$ cat config.mk
export PLATFORM = sky130hd
export DESIGN_NAME = m68k_bus_initiator_flat
export DESIGN_NICKNAME = d
export VERILOG_FILES = /design/src/rtl/m68k_bus_initiator_if.sv /design/src/rtl/m68k_bus_initiator.sv /design/src/flat_wrapper.sv
export SDC_FILE = /design/constraint.sdc
export NUM_CORES = 1
export LEC_CHECK = 0
export ABC_CLOCK_PERIOD_IN_PS = 2000
export CAP_MARGIN = 20
export CELL_PAD_IN_SITES_DETAIL_PLACEMENT = 1
export CELL_PAD_IN_SITES_GLOBAL_PLACEMENT = 1
export CORE_MARGIN = 2
export CORE_UTILIZATION = 30
export DETAILED_ROUTE_END_ITERATION = 16
export HOLD_SLACK_MARGIN = 0.1
export PLACE_DENSITY = 0.82
export SYNTH_ARGS = -nofsm -noshare
export SYNTH_HDL_FRONTEND = slang
export SYNTH_SLANG_ARGS = --single-unit
$ cat constraint.sdc
create_clock -name i_CLK -period 2 [get_ports i_CLK]
set_input_delay 0.4 -clock i_CLK [delete_from_list [all_inputs] [get_ports i_CLK]]
set_output_delay 0.4 -clock i_CLK [all_outputs]
set_load 0.05 [all_outputs]
$ cat src/rtl/m68k_bus_initiator_if.sv
// Client request/response and 68000-style bus signals grouped for the bus initiator.
interface m68k_bus_initiator_if;
  // Client side
  logic        i_REQ;
  logic        o_REQ_READY;
  logic [23:0] i_REQ_ADDR;
  logic        i_REQ_WR;
  logic        i_REQ_BYTE;
  logic [15:0] i_REQ_WDATA;
  logic        o_RSP_VALID;
  logic        o_RSP_ERR;
  logic [15:0] o_RSP_RDATA;
  // Bus side
  logic [22:0] o_A;
  logic        o_AS_n;
  logic        o_UDS_n;
  logic        o_LDS_n;
  logic        o_RW;
  logic [15:0] o_D;
  logic        o_D_OE;
  logic [15:0] i_D;
  logic        i_DTACK_n;

  // The initiator itself
  modport master (
    input  i_REQ, i_REQ_ADDR, i_REQ_WR, i_REQ_BYTE, i_REQ_WDATA, i_D, i_DTACK_n,
    output o_REQ_READY, o_RSP_VALID, o_RSP_ERR, o_RSP_RDATA,
           o_A, o_AS_n, o_UDS_n, o_LDS_n, o_RW, o_D, o_D_OE
  );

  // Client plus decoder/slaves as seen from outside
  modport slave (
    output i_REQ, i_REQ_ADDR, i_REQ_WR, i_REQ_BYTE, i_REQ_WDATA, i_D, i_DTACK_n,
    input  o_REQ_READY, o_RSP_VALID, o_RSP_ERR, o_RSP_RDATA,
           o_A, o_AS_n, o_UDS_n, o_LDS_n, o_RW, o_D, o_D_OE
  );
endinterface

$ cat src/rtl/m68k_bus_initiator.sv
// 68000-style asynchronous bus master: turns single-beat client requests into
// AS_n/UDS_n/LDS_n/RW cycles, waits for DTACK_n, and times out stuck cycles.
module m68k_bus_initiator #(
  parameter int unsigned TIMEOUT = 64,
  parameter int unsigned CNT_W   = 8
) (
  input  logic                  i_CLK,
  input  logic                  i_RESET_n,
  m68k_bus_initiator_if.master  bus
);

  typedef enum logic [2:0] {
    StIdle, StAddr, StStrb, StWds, StWait, StRel, StRec
  } state_e;

  localparam logic [CNT_W-1:0] CntLast = CNT_W'(TIMEOUT - 1);

  state_e           state_q;
  logic [CNT_W-1:0] cnt_q;
  logic             ready_q;
  logic             rsp_valid_q;
  logic             rsp_err_q;
  logic [15:0]      rsp_rdata_q;
  logic [22:0]      a_q;
  logic             as_n_q;
  logic             uds_n_q;
  logic             lds_n_q;
  logic             rw_q;
  logic [15:0]      d_q;
  logic             d_oe_q;
  logic             uds_sel_q;
  logic             lds_sel_q;
  logic             dtack_s1_q;
  logic             dtack_s2_q;

  // Two-flop synchroniser for the asynchronous acknowledge; idles deasserted.
  always_ff @(posedge i_CLK or negedge i_RESET_n) begin
    if (!i_RESET_n) begin
      dtack_s1_q <= 1'b1;
      dtack_s2_q <= 1'b1;
    end else begin
      dtack_s1_q <= bus.i_DTACK_n;
      dtack_s2_q <= dtack_s1_q;
    end
  end

  // Bus cycle sequencer; every bus and response output is registered here.
  always_ff @(posedge i_CLK or negedge i_RESET_n) begin
    if (!i_RESET_n) begin
      state_q     <= StIdle;
      cnt_q       <= '0;
      ready_q     <= 1'b1;
      rsp_valid_q <= 1'b0;
      rsp_err_q   <= 1'b0;
      rsp_rdata_q <= '0;
      a_q         <= '0;
      as_n_q      <= 1'b1;
      uds_n_q     <= 1'b1;
      lds_n_q     <= 1'b1;
      rw_q        <= 1'b1;
      d_q         <= '0;
      d_oe_q      <= 1'b0;
      uds_sel_q   <= 1'b0;
      lds_sel_q   <= 1'b0;
    end else begin
      rsp_valid_q <= 1'b0;
      unique case (state_q)
        StIdle: begin
          if (bus.i_REQ) begin
            ready_q <= 1'b0;
            if (!bus.i_REQ_BYTE && bus.i_REQ_ADDR[0]) begin
              // Odd word address: answer with an error, never touch the bus.
              state_q     <= StRel;
              rsp_valid_q <= 1'b1;
              rsp_err_q   <= 1'b1;
            end else begin
              state_q   <= StAddr;
              a_q       <= bus.i_REQ_ADDR[23:1];
              rw_q      <= ~bus.i_REQ_WR;
              d_oe_q    <= bus.i_REQ_WR;
              if (bus.i_REQ_WR) begin
                d_q <= bus.i_REQ_WDATA;
              end
              uds_sel_q <= bus.i_REQ_BYTE ? ~bus.i_REQ_ADDR[0] : 1'b1;
              lds_sel_q <= bus.i_REQ_BYTE ?  bus.i_REQ_ADDR[0] : 1'b1;
            end
          end
        end
        StAddr: begin
          as_n_q <= 1'b0;
          if (rw_q) begin
            // Reads drop the data strobes together with AS_n.
            uds_n_q <= ~uds_sel_q;
            lds_n_q <= ~lds_sel_q;
          end
          state_q <= StStrb;
        end
        StStrb: begin
          if (rw_q) begin
            state_q <= StWait;
            cnt_q   <= '0;
          end else begin
            // Writes hold data one clock before the data strobes.
            uds_n_q <= ~uds_sel_q;
            lds_n_q <= ~lds_sel_q;
            state_q <= StWds;
          end
        end
        StWds: begin
          state_q <= StWait;
          cnt_q   <= '0;
        end
        StWait: begin
          if (!dtack_s2_q || cnt_q == CntLast) begin
            state_q     <= StRel;
            as_n_q      <= 1'b1;
            uds_n_q     <= 1'b1;
            lds_n_q     <= 1'b1;
            d_oe_q      <= 1'b0;
            rsp_valid_q <= 1'b1;
            rsp_err_q   <= dtack_s2_q;
            if (!dtack_s2_q && rw_q) begin
              rsp_rdata_q <= bus.i_D;
            end
          end else begin
            cnt_q <= cnt_q + 1'b1;
          end
        end
        StRel: begin
          state_q <= StRec;
          rw_q    <= 1'b1;
          cnt_q   <= '0;
        end
        StRec: begin
          // Leave once the slave lets go of DTACK_n, or give up on a stuck one.
          if (dtack_s2_q || cnt_q == CntLast) begin
            state_q <= StIdle;
            ready_q <= 1'b1;
          end else begin
            cnt_q <= cnt_q + 1'b1;
          end
        end
        default: begin
          state_q <= StIdle;
          ready_q <= 1'b1;
        end
      endcase
    end
  end

  assign bus.o_REQ_READY = ready_q;
  assign bus.o_RSP_VALID = rsp_valid_q;
  assign bus.o_RSP_ERR   = rsp_err_q;
  assign bus.o_RSP_RDATA = rsp_rdata_q;
  assign bus.o_A         = a_q;
  assign bus.o_AS_n      = as_n_q;
  assign bus.o_UDS_n     = uds_n_q;
  assign bus.o_LDS_n     = lds_n_q;
  assign bus.o_RW        = rw_q;
  assign bus.o_D         = d_q;
  assign bus.o_D_OE      = d_oe_q;

endmodule

$ cat src/flat_wrapper.sv
// flat-port wrapper written by rule: the top's interface ports become plain ports
module m68k_bus_initiator_flat 
#(
  parameter int unsigned TIMEOUT = 64,
  parameter int unsigned CNT_W   = 8
)
  (i_CLK, i_RESET_n, bus_i_REQ, bus_i_REQ_ADDR, bus_i_REQ_WR, bus_i_REQ_BYTE, bus_i_REQ_WDATA, bus_i_D, bus_i_DTACK_n, bus_o_REQ_READY, bus_o_RSP_VALID, bus_o_RSP_ERR, bus_o_RSP_RDATA, bus_o_A, bus_o_AS_n, bus_o_UDS_n, bus_o_LDS_n, bus_o_RW, bus_o_D, bus_o_D_OE);
  m68k_bus_initiator_if bus_i ();
  input  logic i_CLK;
  input  logic i_RESET_n;
  input wire logic [$bits(bus_i.i_REQ)-1:0] bus_i_REQ;
  input wire logic [$bits(bus_i.i_REQ_ADDR)-1:0] bus_i_REQ_ADDR;
  input wire logic [$bits(bus_i.i_REQ_WR)-1:0] bus_i_REQ_WR;
  input wire logic [$bits(bus_i.i_REQ_BYTE)-1:0] bus_i_REQ_BYTE;
  input wire logic [$bits(bus_i.i_REQ_WDATA)-1:0] bus_i_REQ_WDATA;
  input wire logic [$bits(bus_i.i_D)-1:0] bus_i_D;
  input wire logic [$bits(bus_i.i_DTACK_n)-1:0] bus_i_DTACK_n;
  output wire logic [$bits(bus_i.o_REQ_READY)-1:0] bus_o_REQ_READY;
  output wire logic [$bits(bus_i.o_RSP_VALID)-1:0] bus_o_RSP_VALID;
  output wire logic [$bits(bus_i.o_RSP_ERR)-1:0] bus_o_RSP_ERR;
  output wire logic [$bits(bus_i.o_RSP_RDATA)-1:0] bus_o_RSP_RDATA;
  output wire logic [$bits(bus_i.o_A)-1:0] bus_o_A;
  output wire logic [$bits(bus_i.o_AS_n)-1:0] bus_o_AS_n;
  output wire logic [$bits(bus_i.o_UDS_n)-1:0] bus_o_UDS_n;
  output wire logic [$bits(bus_i.o_LDS_n)-1:0] bus_o_LDS_n;
  output wire logic [$bits(bus_i.o_RW)-1:0] bus_o_RW;
  output wire logic [$bits(bus_i.o_D)-1:0] bus_o_D;
  output wire logic [$bits(bus_i.o_D_OE)-1:0] bus_o_D_OE;
  assign bus_i.i_REQ = bus_i_REQ;
  assign bus_i.i_REQ_ADDR = bus_i_REQ_ADDR;
  assign bus_i.i_REQ_WR = bus_i_REQ_WR;
  assign bus_i.i_REQ_BYTE = bus_i_REQ_BYTE;
  assign bus_i.i_REQ_WDATA = bus_i_REQ_WDATA;
  assign bus_i.i_D = bus_i_D;
  assign bus_i.i_DTACK_n = bus_i_DTACK_n;
  assign bus_o_REQ_READY = bus_i.o_REQ_READY;
  assign bus_o_RSP_VALID = bus_i.o_RSP_VALID;
  assign bus_o_RSP_ERR = bus_i.o_RSP_ERR;
  assign bus_o_RSP_RDATA = bus_i.o_RSP_RDATA;
  assign bus_o_A = bus_i.o_A;
  assign bus_o_AS_n = bus_i.o_AS_n;
  assign bus_o_UDS_n = bus_i.o_UDS_n;
  assign bus_o_LDS_n = bus_i.o_LDS_n;
  assign bus_o_RW = bus_i.o_RW;
  assign bus_o_D = bus_i.o_D;
  assign bus_o_D_OE = bus_i.o_D_OE;
  m68k_bus_initiator #(.TIMEOUT(TIMEOUT), .CNT_W(CNT_W)) u_core (.i_CLK(i_CLK), .i_RESET_n(i_RESET_n), .bus(bus_i));
endmodule
==> results of run 1 <==
-- routing by layer --
metal / routed length (µm) / up-vias
met1: 3650 / 1290
met2: 4770 / 71
met4: 113 / 0
met5: 0 / -
li1: - / 1197
met3: 721 / 13
-- power breakdown --
group | internal, mW | total, mW | switching (mW)
clock network | 0.639 | 1.20 | 0.560
registers | 2.33 | 2.79 | 0.458
logic | 1.99 | 5.38 | 3.39
-- flip-flops by register name, summed over array words and instances (netlist names), 3 cells and up --
| name | flops |
|---|---|
| u_core.bus.o_A | 23 |
| u_core.bus.o_D | 16 |
| u_core.bus.o_RSP_RDATA | 16 |
| u_core.cnt_q | 8 |
| u_core.state_q | 3 |
-- logic make-up after synthesis --
family                   Yosys count  synth area share
multiplexers                      57             0.191
AND/OR/NAND/NOR                   61             0.110
flip-flops                        78             0.585
AO/OA/AOI/OAI                     40            0.0784
buffers and inverters             14            0.0269
adder cells (fa/ha/maj)            1           0.00373
XOR/XNOR                           2           0.00523
-- cells in the mapped netlist (2+ instances only) --
cell type | n | area (µm²)
sky130_fd_sc_hd__mux2i_1 | 2 | 20.0
sky130_fd_sc_hd__nand3_1 | 4 | 20.0
sky130_fd_sc_hd__inv_1 | 4 | 15.0
sky130_fd_sc_hd__nand2_1 | 11 | 41.3
sky130_fd_sc_hd__and4_1 | 4 | 35.0
sky130_fd_sc_hd__o21ai_0 | 10 | 50.1
sky130_fd_sc_hd__a21o_1 | 4 | 30.0
sky130_fd_sc_hd__nand2b_1 | 4 | 25.0
sky130_fd_sc_hd__nor3_1 | 8 | 40.0
sky130_fd_sc_hd__dfrtp_1 | 71 | 1780
sky130_fd_sc_hd__and2_1 | 2 | 12.5
sky130_fd_sc_hd__nor2b_1 | 2 | 12.5
sky130_fd_sc_hd__dfstp_2 | 7 | 184
sky130_fd_sc_hd__nand3b_1 | 2 | 15.0
sky130_fd_sc_hd__mux2_1 | 20 | 225
sky130_fd_sc_hd__o21a_1 | 4 | 30.0
sky130_fd_sc_hd__a21oi_1 | 8 | 40.0
sky130_fd_sc_hd__a31o_2 | 2 | 17.5
sky130_fd_sc_hd__buf_6 | 4 | 45.0
sky130_fd_sc_hd__a31oi_1 | 4 | 25.0
sky130_fd_sc_hd__nor4_1 | 4 | 25.0
sky130_fd_sc_hd__nor2_1 | 9 | 33.8
sky130_fd_sc_hd__mux2_2 | 35 | 394
sky130_fd_sc_hd__buf_2 | 6 | 30.0
-- worst max path at each step --
stage                                      to  slack, ns
6_report                           bus_o_A[8]       0.05
5_1_grt                            bus_o_D[5]      0.002
4_1_cts                            bus_o_D[5]       0.02
3_5_place_dp    u_core.bus.o_A[6]$_DFFE_PN0P_      -0.35
3_3_place_gp   u_core.bus.o_A[14]$_DFFE_PN0P_      -0.32
2_1_floorplan   u_core.bus.o_A[0]$_DFFE_PN0P_       0.14
-- repair_timing --
action | CTS | global route
gates resized for setup | 1 | 5
setup endpoints to repair | 1 | 23
endpoints found under the hold margin | 31 | 0
hold buffers | 1 | 0
-- layout make-up --
type,count,area share
multi-input cells,161,0.259
well taps,140,0.0346
flip-flops and latches,78,0.387
clock inverters,3,0.00865
repair buffers,140,0.277
clock buffers,12,0.0306
inverters,4,0.00297
-- metrics by stage --
step / hold WS, ns / worst slack (ns) / utilization / instances / area, µm²
3_3_place_gp: 0.346 / -0.321 / 0.444 / 522 / 4840
2_1_floorplan: 0.104 / 0.140 / - / 253 / 3350
5_1_grt: 0.363 / 0.00200 / 0.465 / 538 / 5060
3_5_place_dp: 0.348 / -0.349 / 0.444 / 522 / 4840
6_report: 0.354 / 0.0501 / 0.465 / 538 / 5060
4_1_cts: 0.354 / 0.0180 / 0.463 / 538 / 5040
-- cells in the final DEF (no fill, tap or decap), drive strengths merged, types with 2 or more instances in the layout --
master	Yosys	layout
buf	10	22
nor2	11	11
a31o	2	2
and2	2	2
nor4	4	4
nor2b	2	2
clkdlybuf4s50	0	114
nor3	8	8
a21o	4	4
clkbuf	0	12
a31oi	4	4
dfstp	7	7
o21a	4	4
nand3	5	5
dfrtp	71	71
nand3b	2	2
dlymetal6s2s	0	2
nand2b	4	4
a21oi	8	8
o21ai	10	10
inv	4	4
nand2	12	12
clkinv	0	2
and4	4	4
mux2i	2	2
mux2	55	55
==> run summary, run 1 <==
The number of max-slew violations in the final report is 0. The area added between synthesis and finish works out to 51.1%. The logs give 2 for the maximum clock path buffer count and 0.637 for the tightest slew margin relative to the limit. Of all nets on the critical path, the largest fanout is 2.

Summed over all cells, the static leakage comes to 2.15 nW. The logs give 0 for the count of endpoints failing hold in the final timing report and 125 for the number of primary I/O pins. TritonCTS built the clock tree. For this design, the slowest cell found on the critical path is sky130_fd_sc_hd__clkdlybuf4s50_1.

The first-pass GRT wire length came out at 14.9 mm. For this run, the detailed router's first-pass iteration total came to 4. In this run the standard cell core region covers 10900 µm². The number of logic stages on the critical path including buffering was 1; the detailed-route vias per instance was 4.78.

STA classifies the critical path startpoint as a flip-flop. The multi-input combinational cells in the finished layout cover a total of 1310 µm². Walking the worst path, the cells encountered are clkdlybuf4s50_1. The number of different library cells used by synthesis comes to 46. The congestion estimate from routability-driven global placement came to 0.763. On the final layout, the worst clock skew is 0.0146 ns. The run gives 0.36 ns as the clock latency at the later pin of the worst-skew pair. The flow ran to the end, and the final reports show no timing, DRC or antenna violations.

The maximum single-stage delay on the critical path is 0.83 ns. The pin slew with the least headroom to its limit was 0.544 ns; the area taken by flip-flops and latches was 1960 µm². The post-CTS clock slew at the launch and capture registers of the worst setup and hold paths is 0.08 ns, and the mean area per synthesized cell is 13.2 µm². For the initial core utilization, the log shows 0.308.

The critical path starts at u_core.bus.o_A[8]$_DFFE_PN0P_. In this run the critical register-to-register path is captured at u_core.bus.o_RSP_RDATA[15]$_DFFE_PN0P_. The fraction of registers with async set/reset was 1.00; the deepest level of the CTS H-tree was 3. The first routing iteration left 62 violations. For the max-capacitance violation count, the log shows 0.

For this design, the sink count on the clock tree is 78. For this run, design rule violations remaining after detail routing come to 0. The run gives 9.37 mW as the total power. For this run, the top clock speed supported by timing is 513 MHz.

The worst setup path is captured at an output port. The worst register-to-register path has a depth of 4. The global routing usage on met3 came out at 0.0658. Summed over all nets, the half-perimeter wirelength after detailed placement is 7.04 mm. The clock tree root buffer cell was sky130_fd_sc_hd__clkbuf_8.

The count of buffers added on input and output ports is 124. In this run the post-CTS setup repair buffer count came out at 0. The tools report the routed wire length as 9.26 mm. The total standard cell area after synthesis came out at 3350 µm².

The startpoint identified for the worst hold timing path is u_core.dtack_s1_q$_DFF_PN1_. Path class of the lowest-slack min-delay path: flip-flop to flip-flop. Synthesis handed over a netlist of 253 instances. The run gives 0.585 as the sequential share of the synthesized area.

The tools report the aggregate global-route resource usage as 0.166. The run gives 0 as the number of antenna violations at the first check in global routing. The run gives 0 as the count of inserted antenna diode cells.

Setup repair after global routing left no endpoint under its margin. The count of nets left with antenna violations once routing finished came out at 0. For the register-to-register setup slack, the log shows 0.15 ns.

The full die area was 12000 µm². After detailed routing, the average wire length per cell comes to 17.2 µm. The critical path in this run is classified as flip-flop to output port.

The number of global-route vias before repair came out at 2903. Among all flip-flop cells after synthesis, the most frequent one is sky130_fd_sc_hd__dfrtp_1. The tools report the remaining global-route overflow as 0.

Dividing total power by cell area gives a power density of 1850 nW/µm². The die is 110 µm tall. The data arrival time of the critical path came out at 1.55 ns. At the end of the flow, the number of nets in the layout was 457. The tools report the launch point of the worst reg-to-reg path as u_core.state_q[1]$_DFFE_PN0P_. The highest ir drop seen on vdd was 0.847 mV. The total buffers and inverters traversed by the critical path came out at 1. The die boundary width is 110 µm. The total of fill cells in the finished design came out at 1113.

Summing over every cut layer, the via total after detailed routing is 2571. Adding up every negative setup slack in the final design gives 0 ns. Number of flops mapped to enable cells by yosys: 0. The met1 track demand over resource is 0.191, and the met2 track demand over resource is 0.277. In this run, synthesis produced a sequential element count of 78. The share of layout cells above drive strength 1 is 0.224, and the number of endpoints failing setup at the final stage is 0.

At the worst endpoint, the required time is 1.60 ns. The routed design could run at a clock period as short as 1.95 ns. The global routing stage identified its most utilized layer as met2. For the number of CTS-inserted buffers, the log shows 9. Yosys printed 0 warnings. The number of placement rows is 38, and the pin count of the biggest net entering global routing is 38. The gate family responsible for the most delay along the worst path was buffers and inverters.

The number of nets in the synthesized netlist is 316. The part of the cycle the worst path needs works out to 0.975. The path with the worst hold slack has its endpoint at u_core.dtack_s2_q$_DFF_PN1_.

The worst hold path passes through 0 cells.
Note: power is estimated with default switching activity, not from simulation.
==> run 2, diff against run 1 <==
--- a/config.mk
+++ b/config.mk
@@ -9,6 +9,7 @@
 export CAP_MARGIN = 20
 export CELL_PAD_IN_SITES_DETAIL_PLACEMENT = 1
 export CELL_PAD_IN_SITES_GLOBAL_PLACEMENT = 1
+export CORE_ASPECT_RATIO = 1.25
 export CORE_MARGIN = 2
 export CORE_UTILIZATION = 30
 export DETAILED_ROUTE_END_ITERATION = 16
==> run 2 against run 1 <==
Total power up 3.9%. Hold slack gained 0.0058 ns. Register-to-register slack got worse by 0.06 ns. Die area is essentially flat. Count of clock-buffer cells in the layout up 1. Clock skew shrank 0.0088 ns. Clock power increased by 37%. Final cell count decreased by 1.1%. Largest power group unchanged. Global-route usage shrank 1.1 points.
==> run summary, run 2 (synthesis gave the netlist of run 1 again) <==
The tools report the count of endpoints failing hold in the final timing report as 0. In this run the power spent charging and discharging nets is 4.40 mW. The number of antenna diodes in the final layout is 0.

Once the clock tree was built, the setup fixing pass inserted 0 buffers. The tool flagged a number of max-cap violations equal to 0. In this run the critical register-to-register path is launched from u_core.state_q[2]$_DFFE_PN0P_. Setup repair after global routing left no endpoint under its margin.

Leaving out fill and tap cells, the most frequent cells in the layout are sky130_fd_sc_hd__clkdlybuf4s50_1, sky130_fd_sc_hd__dfrtp_1, sky130_fd_sc_hd__mux2_2. For the highest ir drop seen on vdd, the log shows 0.743 mV. In this run the critical register-to-register path is captured at u_core.bus.o_A[8]$_DFFE_PN0P_. The tools report the maximum clock path buffer count as 2. The first routing iteration left 76 violations.

The top layer reached by signal wires was met4. Number of global-route vias before repair: 2901. Summed over all nets, wire length on met2 after detailed routing comes to 4.98 mm.

The critical path crosses 5 cells after its start point. The detailed placement HPWL was 6.62 mm. Power per standard cell area: 1900 nW/µm².

The startpoint identified for the worst hold timing path is u_core.dtack_s1_q$_DFF_PN1_. The signal on the critical path passes through clkdlybuf4s50_1 -> or4b_1 -> nor2_8 -> buf_12 -> mux2_1. On the critical path the largest part of the delay comes from simple AND/OR/NAND/NOR gates. Number of antenna violations at the first check in global routing: 0. The number of endpoints failing setup at the final stage was 0; the remaining global-route overflow was 0.

On the critical path, the stage with the largest delay is an instance of sky130_fd_sc_hd__or4b_1. Path class of the lowest-slack min-delay path: flip-flop to flip-flop. Required time reported for the critical path endpoint: 2.21 ns. Number of max-slew violations in the final report: 0.

The detailed router put a total of 3.24 mm of wire on met1. Dividing the detail-routed via count by the number of cells gives 4.83. Excluding fillers, the count of instances in the completed layout stands at 532. In the final routed layout, each cell accounts on average for 16.6 µm.

The run finished with clean final reports. The endpoint of the worst setup timing path is u_core.bus.o_A[8]$_DFFE_PN0P_. The die boundary width was 98.5 µm. The number of cells on the worst reg-to-reg path was 4. The maximum single-stage delay on the critical path was 0.57 ns; the sequential fraction of design power was 0.285. The tools report the clock latency at the later pin of the worst-skew pair as 0.33 ns.

The clock drives 78 sinks. After the last flow step, the layout net total stands at 455. Measured along the y axis, the die boundary spans 122 µm. Timing startpoint of the critical path: bus_i_REQ.

Cell internal power was estimated by the tool at 5.33 mW. Counting instances, the worst hold path has a depth of 0. STA classifies the critical path startpoint as a primary input. The die covers 12000 µm².

The number of CTS-inserted buffers is 9, and the count of buffers inserted at the top-level ports is 124. The fraction of power spent switching nets is 0.452. The total buffers and inverters traversed by the critical path works out to 2.

The register-to-register setup slack is 0.09 ns. Initial core utilization: 0.305. For this design the static power due to leakage is 2.15 nW. Entering global routing, the biggest net connects 58 pins. The smallest clock period supported by the final layout is computed as 1.94 ns. For the tightest slew margin relative to the limit, the log shows 0.639.

Pin placement for this block handled 125 I/O pins. The H-tree generated during clock tree synthesis spans 3 levels. The capturing element type of the critical path is a flip-flop. The aggregate global-route resource usage came out at 0.155. The logs give 0.546 for the portion of total power attributed to combinational logic and 0.468 for the post-layout utilization of the core.

At the pin with the least slew margin, the transition time is 0.539 ns. The count of nets left with antenna violations once routing finished came out at 0. The part of the cycle the worst path needs works out to 0.969. The critical path start-end classification was primary input to flip-flop.

For the number of placed instances, taps included, the log shows 515. The routed wire length is 8.82 mm. The first detailed-routing pass ran for 6 iterations. The area of the core was 11000 µm²; the number of flip-flops under the largest register name was 23. The root buffer cell chosen for the clock tree is sky130_fd_sc_hd__clkbuf_16. On the final layout, the worst clock skew is 0.00578 ns.

The share of layout cells above drive strength 1 was 0.219; the total number of vias was 2569. From synthesis to final layout, the design area changed by 53.1%. The final weighted congestion in routability-driven placement came out at 0.811.

Detailed routing placed a total of 475 µm of wire on met3. TritonCTS built the clock tree. The clock share of power was 0.169. Of all nets on the critical path, the largest fanout is 26.

Data arrives at the worst endpoint at 2.14 ns. The first global-routing pass estimated 14.7 mm of wire. Clock-pin slew was measured on the worst setup and hold paths at 0.06 ns. In the routed design, unresolved DRC markers number 0. The number of placement rows is 43. The library cell used most frequently in the layout, excluding fill and tap cells, is sky130_fd_sc_hd__clkdlybuf4s50_1. Timing would allow up to 516 MHz.
## run 2: cell type report
type	instances	area, µm²
multi-input combinational	161	1320
timing repair buffer	138	1370
clock buffer	13	260
tap	135	169
inverter	4	15.0
clock inverter	3	42.5
fill	1183	5840
sequential	78	1960
## run 2: per-stage QoR
step                      setup slack [ns]  hold slack [ns]  power (mW)  TNS, ns  cell area [µm²]
after floorplan                      0.140            0.104        6.30        0             3350
after global placement              -0.239            0.308        8.00    -5.75             4800
after detailed placement            -0.266            0.316        8.16    -6.16             4800
after CTS                           0.0607            0.364        9.87        0             5130
after global routing                0.0216            0.367        10.2        0             5130
final                               0.0625            0.359        9.73        0             5130
## run 2: worst min path at each step
| stage | endpoint | slack [ns] |
|---|---|---|
| 2_1_floorplan | u_core.bus.o_A[0]$_DFFE_PN0P_ | 0.10 |
| 3_3_place_gp | u_core.bus.o_A[7]$_DFFE_PN0P_ | 0.31 |
| 3_5_place_dp | u_core.bus.o_A[8]$_DFFE_PN0P_ | 0.32 |
| 4_1_cts | u_core.dtack_s2_q$_DFF_PN1_ | 0.36 |
| 5_1_grt | u_core.dtack_s2_q$_DFF_PN1_ | 0.37 |
| 6_report | u_core.dtack_s2_q$_DFF_PN1_ | 0.36 |
## run 2: power groups by stage
stage,Sequential (mW),Combinational [mW],Clock (mW)
6_report,2.77,5.31,1.64
5_1_grt,2.88,5.59,1.75
4_1_cts,2.79,5.38,1.70
3_5_place_dp,2.80,5.35,0
3_3_place_gp,2.74,5.26,0
2_1_floorplan,4.93,1.37,0
## run 2: timing repair
action / in CTS / in global routing
endpoints found under the hold margin: 21 / 0
hold buffers: 1 / 0
gates resized for setup: 2 / 1
endpoints found under the setup margin: 2 / 3
## run 2: routing by layer
| layer | global-route usage | up-vias |
|---|---|---|
| li1 | - | 1189 |
| met1 | 0.169 | 1313 |
| met2 | 0.284 | 58 |
| met3 | 0.0528 | 9 |
| met4 | 0.0437 | 0 |
| met5 | 0 | - |
## run 2: worst reg2reg max path, stage by stage (launching register included)
cell                      delay (ns)
sky130_fd_sc_hd__dfrtp_1        0.43
sky130_fd_sc_hd__or4b_1         0.66
sky130_fd_sc_hd__nor2_8         0.14
sky130_fd_sc_hd__buf_12         0.19
sky130_fd_sc_hd__mux2_1         0.37
==> run 3, diff against run 2 <==
--- a/config.mk
+++ b/config.mk
@@ -9,7 +9,6 @@
 export CAP_MARGIN = 20
 export CELL_PAD_IN_SITES_DETAIL_PLACEMENT = 1
 export CELL_PAD_IN_SITES_GLOBAL_PLACEMENT = 1
-export CORE_ASPECT_RATIO = 1.25
 export CORE_MARGIN = 2
 export CORE_UTILIZATION = 30
 export DETAILED_ROUTE_END_ITERATION = 16
==> results of run 3 <==
No change in the layout: final DEF, timing and power equal those of run 1.
